### config.mk
export PLATFORM = sky130hd
export DESIGN_NAME = if_byte_fetcher_flat
export DESIGN_NICKNAME = d
export VERILOG_FILES = /design/src/rtl/if_byte_fetcher_pkg.sv /design/src/rtl/if_byte_fetcher_if.sv /design/src/rtl/if_byte_fetcher_byte_assembler.sv /design/src/rtl/if_byte_fetcher.sv /design/src/flat_wrapper.sv
export SDC_FILE = /design/constraint.sdc
export NUM_CORES = 1
export LEC_CHECK = 0
export BUFFER_PORTS_ARGS = -buffer_cell sky130_fd_sc_hd__buf_2
export CAP_MARGIN = 10
export CORE_ASPECT_RATIO = 1.5
export CORE_MARGIN = 2
export CORE_UTILIZATION = 35
export CTS_CLUSTER_DIAMETER = 100
export DETAILED_ROUTE_END_ITERATION = 12
export PLACE_DENSITY = 0.66
export SYNTH_ARGS = -nofsm -noshare
export SYNTH_HDL_FRONTEND = slang
export SYNTH_SLANG_ARGS = --single-unit
### constraint.sdc
create_clock -name clk -period 2.7 [get_ports clk]
set_clock_uncertainty 0.1 [all_clocks]
set_input_delay 0.27 -clock clk [delete_from_list [all_inputs] [get_ports clk]]
set_output_delay 0.27 -clock clk [all_outputs]
set_load 0.02 [all_outputs]
### src/rtl/if_byte_fetcher_pkg.sv
// Shared definitions for the instruction-fetch byte requester:
// polarity constants, bus widths and fetch FSM encodings.
package if_byte_fetcher_pkg;

  localparam logic RstEnable    = 1'b1;
  localparam logic Stop         = 1'b1;
  localparam logic WriteDisable = 1'b0;

  localparam int InstAddrBus = 32;
  localparam int DataBus     = 32;

  localparam logic [DataBus-1:0] ZeroWord = '0;
  localparam logic [7:0]         Zero8    = '0;

  // Bytes per instruction word.
  localparam logic [2:0] BytesPerInst = 3'd4;

  typedef enum logic [0:0] {
    FETCH_S = 1'b0,
    VALID_S = 1'b1
  } fetch_state_e;

endpackage

### src/rtl/if_byte_fetcher_if.sv
// Fetcher bus bundle: RAM/arbiter side, EX redirect and ID valid/ready handoff.
interface if_byte_fetcher_if #(
  parameter int ADDR_W = 32
);

  logic              grant_i;
  logic [7:0]        mem_din_i;
  logic              jump_i;
  logic [ADDR_W-1:0] jump_pc_i;
  logic              out_ready_i;
  logic              ctrl_req_o;
  logic [ADDR_W-1:0] mem_a_o;
  logic              inst_valid_o;
  logic [31:0]       inst_o;
  logic [ADDR_W-1:0] pc_o;

  modport master (
    input  grant_i, mem_din_i, jump_i, jump_pc_i, out_ready_i,
    output ctrl_req_o, mem_a_o, inst_valid_o, inst_o, pc_o
  );

  modport slave (
    output grant_i, mem_din_i, jump_i, jump_pc_i, out_ready_i,
    input  ctrl_req_o, mem_a_o, inst_valid_o, inst_o, pc_o
  );

endinterface

### src/rtl/if_byte_fetcher_byte_assembler.sv
// Collects four returning RAM bytes into a little-endian word; word/full
// already include the byte being written this cycle so completion needs no extra cycle.
module if_byte_fetcher_byte_assembler
  import if_byte_fetcher_pkg::*;
(
  input  logic              clk,
  input  logic              rst,
  input  logic              en,
  input  logic              clr,
  input  logic              wr,
  input  logic [7:0]        din,
  output logic [31:0]       word,
  output logic              full
);

  logic [7:0] bytes_q [4];
  logic [1:0] recv_cnt;

  assign full = wr && (recv_cnt == 2'd3);

  always_comb begin
    word = ZeroWord;
    for (int k = 0; k < 4; k++) begin
      if (wr && (recv_cnt == 2'(k)))
        word[8*k +: 8] = din;
      else
        word[8*k +: 8] = bytes_q[k];
    end
  end

  always_ff @(posedge clk) begin
    if (rst == RstEnable) begin
      recv_cnt <= 2'd0;
      for (int k = 0; k < 4; k++) bytes_q[k] <= Zero8;
    end else if (en) begin
      if (clr) begin
        recv_cnt <= 2'd0;
      end else if (wr) begin
        bytes_q[recv_cnt] <= din;
        // 2-bit counter wraps to 0 on the completing capture
        recv_cnt <= recv_cnt + 2'd1;
      end
    end
  end

endmodule

### src/rtl/if_byte_fetcher.sv
// IF-side byte fetcher: issues four byte reads per instruction through the
// shared RAM port, survives MEM preemption and redirects, hands words to ID.
//
//   state   | meaning
//   FETCH_S | issuing and/or receiving instruction bytes
//   VALID_S | complete instruction held for ID
module if_byte_fetcher
  import if_byte_fetcher_pkg::*;
#(
  parameter logic [31:0] RESET_PC = 32'h0000_0000,
  parameter int          ADDR_W   = InstAddrBus
) (
  input  logic clk,
  input  logic rst,
  input  logic rdy,
  if_byte_fetcher_if.master bus
);

  fetch_state_e      state, state_n;
  logic [ADDR_W-1:0] pc, pc_n;
  logic [2:0]        issue_cnt, issue_n;
  logic              pending, pending_n;
  logic              inst_valid, valid_n;
  logic [31:0]       inst_q, inst_n;
  logic [ADDR_W-1:0] pc_q, pcq_n;

  logic              asm_clr, asm_wr, asm_full;
  logic [31:0]       asm_word;

  if_byte_fetcher_byte_assembler u_asm (
    .clk  (clk),
    .rst  (rst),
    .en   (rdy),
    .clr  (asm_clr),
    .wr   (asm_wr),
    .din  (bus.mem_din_i),
    .word (asm_word),
    .full (asm_full)
  );

  assign bus.ctrl_req_o   = (state == FETCH_S) && (issue_cnt < BytesPerInst);
  assign bus.mem_a_o      = (state == FETCH_S) ? pc + ADDR_W'(issue_cnt) : '0;
  assign bus.inst_valid_o = inst_valid;
  assign bus.inst_o       = inst_q;
  assign bus.pc_o         = pc_q;

  always_comb begin
    state_n   = state;
    pc_n      = pc;
    issue_n   = issue_cnt;
    pending_n = 1'b0;
    valid_n   = inst_valid;
    inst_n    = inst_q;
    pcq_n     = pc_q;
    asm_clr   = 1'b0;
    asm_wr    = WriteDisable;
    if (bus.jump_i) begin
      // Dropping pending discards the byte already in flight.
      pc_n    = bus.jump_pc_i;
      issue_n = 3'd0;
      asm_clr = 1'b1;
      valid_n = 1'b0;
      state_n = FETCH_S;
    end else begin
      unique case (state)
        FETCH_S: begin
          if (bus.ctrl_req_o && bus.grant_i) begin
            issue_n   = issue_cnt + 3'd1;
            pending_n = 1'b1;
          end
          if (pending) begin
            asm_wr = 1'b1;
            if (asm_full) begin
              state_n = VALID_S;
              valid_n = 1'b1;
              inst_n  = asm_word;
              pcq_n   = pc;
              issue_n = 3'd0;
            end
          end
        end
        VALID_S: begin
          if (bus.out_ready_i) begin
            valid_n = 1'b0;
            pc_n    = pc + ADDR_W'(BytesPerInst);
            state_n = FETCH_S;
          end
        end
        default: state_n = FETCH_S;
      endcase
    end
  end

  always_ff @(posedge clk) begin
    if (rst == RstEnable) begin
      state      <= FETCH_S;
      pc         <= RESET_PC[ADDR_W-1:0];
      issue_cnt  <= 3'd0;
      pending    <= 1'b0;
      inst_valid <= 1'b0;
      inst_q     <= ZeroWord;
      pc_q       <= '0;
    end else if (rdy) begin
      state      <= state_n;
      pc         <= pc_n;
      issue_cnt  <= issue_n;
      pending    <= pending_n;
      inst_valid <= valid_n;
      inst_q     <= inst_n;
      pc_q       <= pcq_n;
    end
  end

endmodule

### src/flat_wrapper.sv
// flat-port wrapper written by rule: the top's interface ports become plain ports
module if_byte_fetcher_flat import if_byte_fetcher_pkg::*;
#(
  parameter logic [31:0] RESET_PC = 32'h0000_0000,
  parameter int          ADDR_W   = InstAddrBus
)
  (clk, rst, rdy, bus_grant_i, bus_mem_din_i, bus_jump_i, bus_jump_pc_i, bus_out_ready_i, bus_ctrl_req_o, bus_mem_a_o, bus_inst_valid_o, bus_inst_o, bus_pc_o);
  if_byte_fetcher_if #(.ADDR_W(ADDR_W)) bus_i ();
  input  logic clk;
  input  logic rst;
  input  logic rdy;
  input wire logic [$bits(bus_i.grant_i)-1:0] bus_grant_i;
  input wire logic [$bits(bus_i.mem_din_i)-1:0] bus_mem_din_i;
  input wire logic [$bits(bus_i.jump_i)-1:0] bus_jump_i;
  input wire logic [$bits(bus_i.jump_pc_i)-1:0] bus_jump_pc_i;
  input wire logic [$bits(bus_i.out_ready_i)-1:0] bus_out_ready_i;
  output wire logic [$bits(bus_i.ctrl_req_o)-1:0] bus_ctrl_req_o;
  output wire logic [$bits(bus_i.mem_a_o)-1:0] bus_mem_a_o;
  output wire logic [$bits(bus_i.inst_valid_o)-1:0] bus_inst_valid_o;
  output wire logic [$bits(bus_i.inst_o)-1:0] bus_inst_o;
  output wire logic [$bits(bus_i.pc_o)-1:0] bus_pc_o;
  assign bus_i.grant_i = bus_grant_i;
  assign bus_i.mem_din_i = bus_mem_din_i;
  assign bus_i.jump_i = bus_jump_i;
  assign bus_i.jump_pc_i = bus_jump_pc_i;
  assign bus_i.out_ready_i = bus_out_ready_i;
  assign bus_ctrl_req_o = bus_i.ctrl_req_o;
  assign bus_mem_a_o = bus_i.mem_a_o;
  assign bus_inst_valid_o = bus_i.inst_valid_o;
  assign bus_inst_o = bus_i.inst_o;
  assign bus_pc_o = bus_i.pc_o;
  if_byte_fetcher #(.RESET_PC(RESET_PC), .ADDR_W(ADDR_W)) u_core (.clk(clk), .rst(rst), .rdy(rdy), .bus(bus_i));
endmodule
==> metrics.md <==
| Metric | Value |
|---|---|
| Arr. time, crit path | `2.47 ns` |
| Die area | `18800 um^2` |
| VDD IR-drop max | `approximately 0.4 mV` |
| Total negative slack | `-0.753 ns` |
| Fin. max-slew vios | `0` |
| Dpl cells | `1105` |
| Worst-path maximum fanout | `8` |
| Detail Placement HPWL | `13500 um` |
| Vias in the first global route | `5755` |
| Antenna Nets Post-Route | `0` |
| Adder-cell share of the synthesized area | `1.54%` |
| Worst setup SP type | `flop` |
| Register area share after synthesis | `45.3%` |
| Drt first pass iters | `5` |
| Finished Core Util | `46.7%` |
| Netlist cell types | `50` |
| GRT Total Usage | `20.4%` |
| Root buf cell | `clkbuf_16` |
| Post-Route WL | `19300 um` |
| Unrepaired setup endpoints after global routing | `yes` |
| Setup Viol. Count Final | `10` |
| Min Hold Slack | `0.0101 ns` |
| Ports | `144` |
| CTS sink count | `128` |
| Leak pwr | `3.37 nW` |
| Setup Crit Path Kind | `flop to output port` |
| Initial core utilization | `35.7%` |
| Post-Synth XOR/XNOR Area | `3.54%` |
| Top FF cell, synth | `dfxtp_1` |
| Die H | `~170 um` |
| Placed Area | `7180 um^2` |
| Max clock buf depth | `2` |
| Mapped Area | `6190 um^2` |
| Via count | `6093` |
| Syn Nets | `835` |
| Most frequent cells in the layout | `nand2_1 (160), buf_2 (130), dfxtp_1 (97)` |
| Post-synth ARST share | `0%` |
| Clock Latency Late Sink | `0.43 ns` |
| Mux contribution to synthesized area | `less than 1%` |
| Yosys warnings | `0` |
| Chip width | `about 110 um` |
| Outcome | `finished with violations` |
| Failing checks | `setup timing` |
| Fin area | `8090 um^2` |
| Worst-margin pin slew | `between 0.6 and 0.7 ns` |
| Layout overhead on the synthesized area | `30.8%` |
| Post-Syn Instances | `roughly 780` |
| Post-synthesis register bit count | `roughly 130` |
| Syn_area_per_cell | `7.91 um^2` |
| Via-per-instance ratio | `5.29` |
| Max cap viols | `0` |
| CP Capture Type | `output port` |
| Clock transition at the registers of the reported paths | `0.06 ns` |
| Most common cell after layout, fill and taps aside | `nand2_1` |
| Routability Congestion | `between 0.8 and 0.9` |
| Hold Vio Cnt, Final | `0` |
| Total Power | `between 4 and 5 mW` |
| Final Net Count | `978` |
| CTS tree | `yes` |
| Buffers on Ports | `143` |
| Initial antenna violation count | `2` |
| HP Class | `input port to flop` |
| Setup ws final | `-0.140 ns` |
| Achievable frequency | `0.352 GHz` |
| Largest family of logic cells by synthesized area | `simple AND/OR/NAND/NOR gates` |
| Pre-CTS setup slack | `0.0924 ns` |
| Number of enable flip-flop cells after synthesis | `24` |
| Gr ovfl total | `0` |
| Core area | `roughly 17000 um^2` |
| Avg WL per Cell | `16.8 um` |
| Power per Cell Area | `559 nW/um^2` |
| Synth Area in Compound Gates | `16.7%` |
| H-Tree Depth | `4` |
| Relative slew margins | `57.3%` |
| Largest net degree at the start of global routing | `46` |
| Crit path time final | `2.84 ns` |
| Fraction of the mapped netlist area in simple logic gates | `~28%` |
| Layout cell share with drive strength beyond 1 | `26.8%` |
| Global-route wire length before repair | `30300 um` |
| Initial DRC count | `between 200 and 300` |
| DRC | `0` |
| Non-Filler Instances | `between 1000 and 1500` |
| # rows | `59` |
| Final Cycle Share | `105%` |
| CTS buffer count | `17` |
| CP Data Required Time | `about 2.3 ns` |
-- state kept, by name (all words and copies together) (netlist names) --
signal	flops
u_core.bus.pc_o	32
u_core.u_asm.bytes_q	24
u_core.bus.inst_valid_o	1
u_core.pending	1
u_core.issue_cnt	3
u_core.state	1
bus_inst_o	25
u_core.u_asm.recv_cnt	2
u_core.pc	32
u_core.bus.inst_o	7
-- critical path, stage by stage, from the launching register on --
cell and delay (ns):
dfxtp_2 0.35, ha_4 0.14, inv_2 0.03, fa_2 0.35
nor2b_4 0.16, o2111ai_4 0.17, buf_12 0.21, nor4b_4 0.26
xnor2_1 0.15, nor2_1 0.05, buf_4 0.17
-- layout make-up --
class,count,area [um^2]
fill,1723,9250
clock inverter,15,136
timing repair buffer,189,1160
inverter,11,41.3
tap,213,267
sequential,128,2810
multi-input combinational,578,3250
antenna,1,2.50
clock buffer,17,425
-- synth_stat cells, drive strengths merged, types with 2 or more instances --
master | n | area [um^2]
a21o | 4 | 30.0
a21oi | 92 | 460
a22o | 3 | 26.3
a22oi | 9 | 67.6
a31oi | 12 | 75.1
a32oi | 2 | 17.5
and2 | 22 | 138
and3 | 14 | 87.6
and4 | 2 | 17.5
buf | 15 | 67.6
clkbuf | 50 | 189
dfxtp | 104 | 2080
edfxtp | 24 | 721
ha | 6 | 75.1
inv | 11 | 41.3
nand2 | 161 | 604
nand2b | 5 | 31.3
nand3 | 25 | 125
nand4 | 20 | 140
nor2 | 65 | 244
nor2b | 8 | 50.1
nor3 | 13 | 70.1
nor3b | 5 | 37.5
nor4 | 10 | 75.1
o2111ai | 2 | 17.5
o211ai | 4 | 30.0
o21ai | 42 | 210
o22ai | 3 | 18.8
o2bb2ai | 3 | 26.3
o311ai | 2 | 17.5
or2 | 3 | 18.8
or3 | 6 | 37.5
or4 | 2 | 18.8
xnor2 | 13 | 114
xor2 | 12 | 105
-- repair_timing --
item                                   4_1_cts  5_1_grt
cloned                                       1        0
setup endpoints to repair                   12       23
gates resized for setup                     45       13
setup buffers                                2        5
hold buffers                                 6        0
pin swaps                                   25       11
endpoints found under the hold margin        6        0
-- per-layer routing --
metal / track usage (%) / wire, um / vias up
li1: - / - / 3005
met1: 23.7 / 7630 / 2860
met2: 35.1 / 10100 / 194
met3: 5.20 / 1120 / 32
met4: 8.59 / 493 / 2
met5: 0 / 13 / -
-- logic make-up (layout without fill, tap and decap cells) --
family | Yosys count | count (layout)
other | 0 | 1
adder cells (fa/ha/maj) | 7 | 7
AND/OR/NAND/NOR | 364 | 364
multiplexers | 1 | 1
buffers and inverters | 76 | 232
XOR/XNOR | 25 | 25
AO/OA/AOI/OAI | 181 | 181
flip-flops | 128 | 128
-- path summary, 6_finish.rpt --
check / from / end / slack (ns) / depth (start not counted)
min reg2reg: bus_inst_o[8] / bus_inst_o[8] / 0.35 / 2
max reg2reg: u_core.pc[9] / u_core.pc[24] / 0.21 / 7
max: u_core.pc[0] / bus_mem_a_o[26] / -0.14 / 10
min: bus_mem_din_i[1] / u_core.bus.inst_o[25] / 0.01 / 3
-- report_power, final --
part	switching, mW	total, mW	internal (mW)
sequential	0.0366	2.01	1.98
combinational	0.179	0.292	0.113
clock	0.996	2.22	1.22
Power figures use the tool's default switching activity.
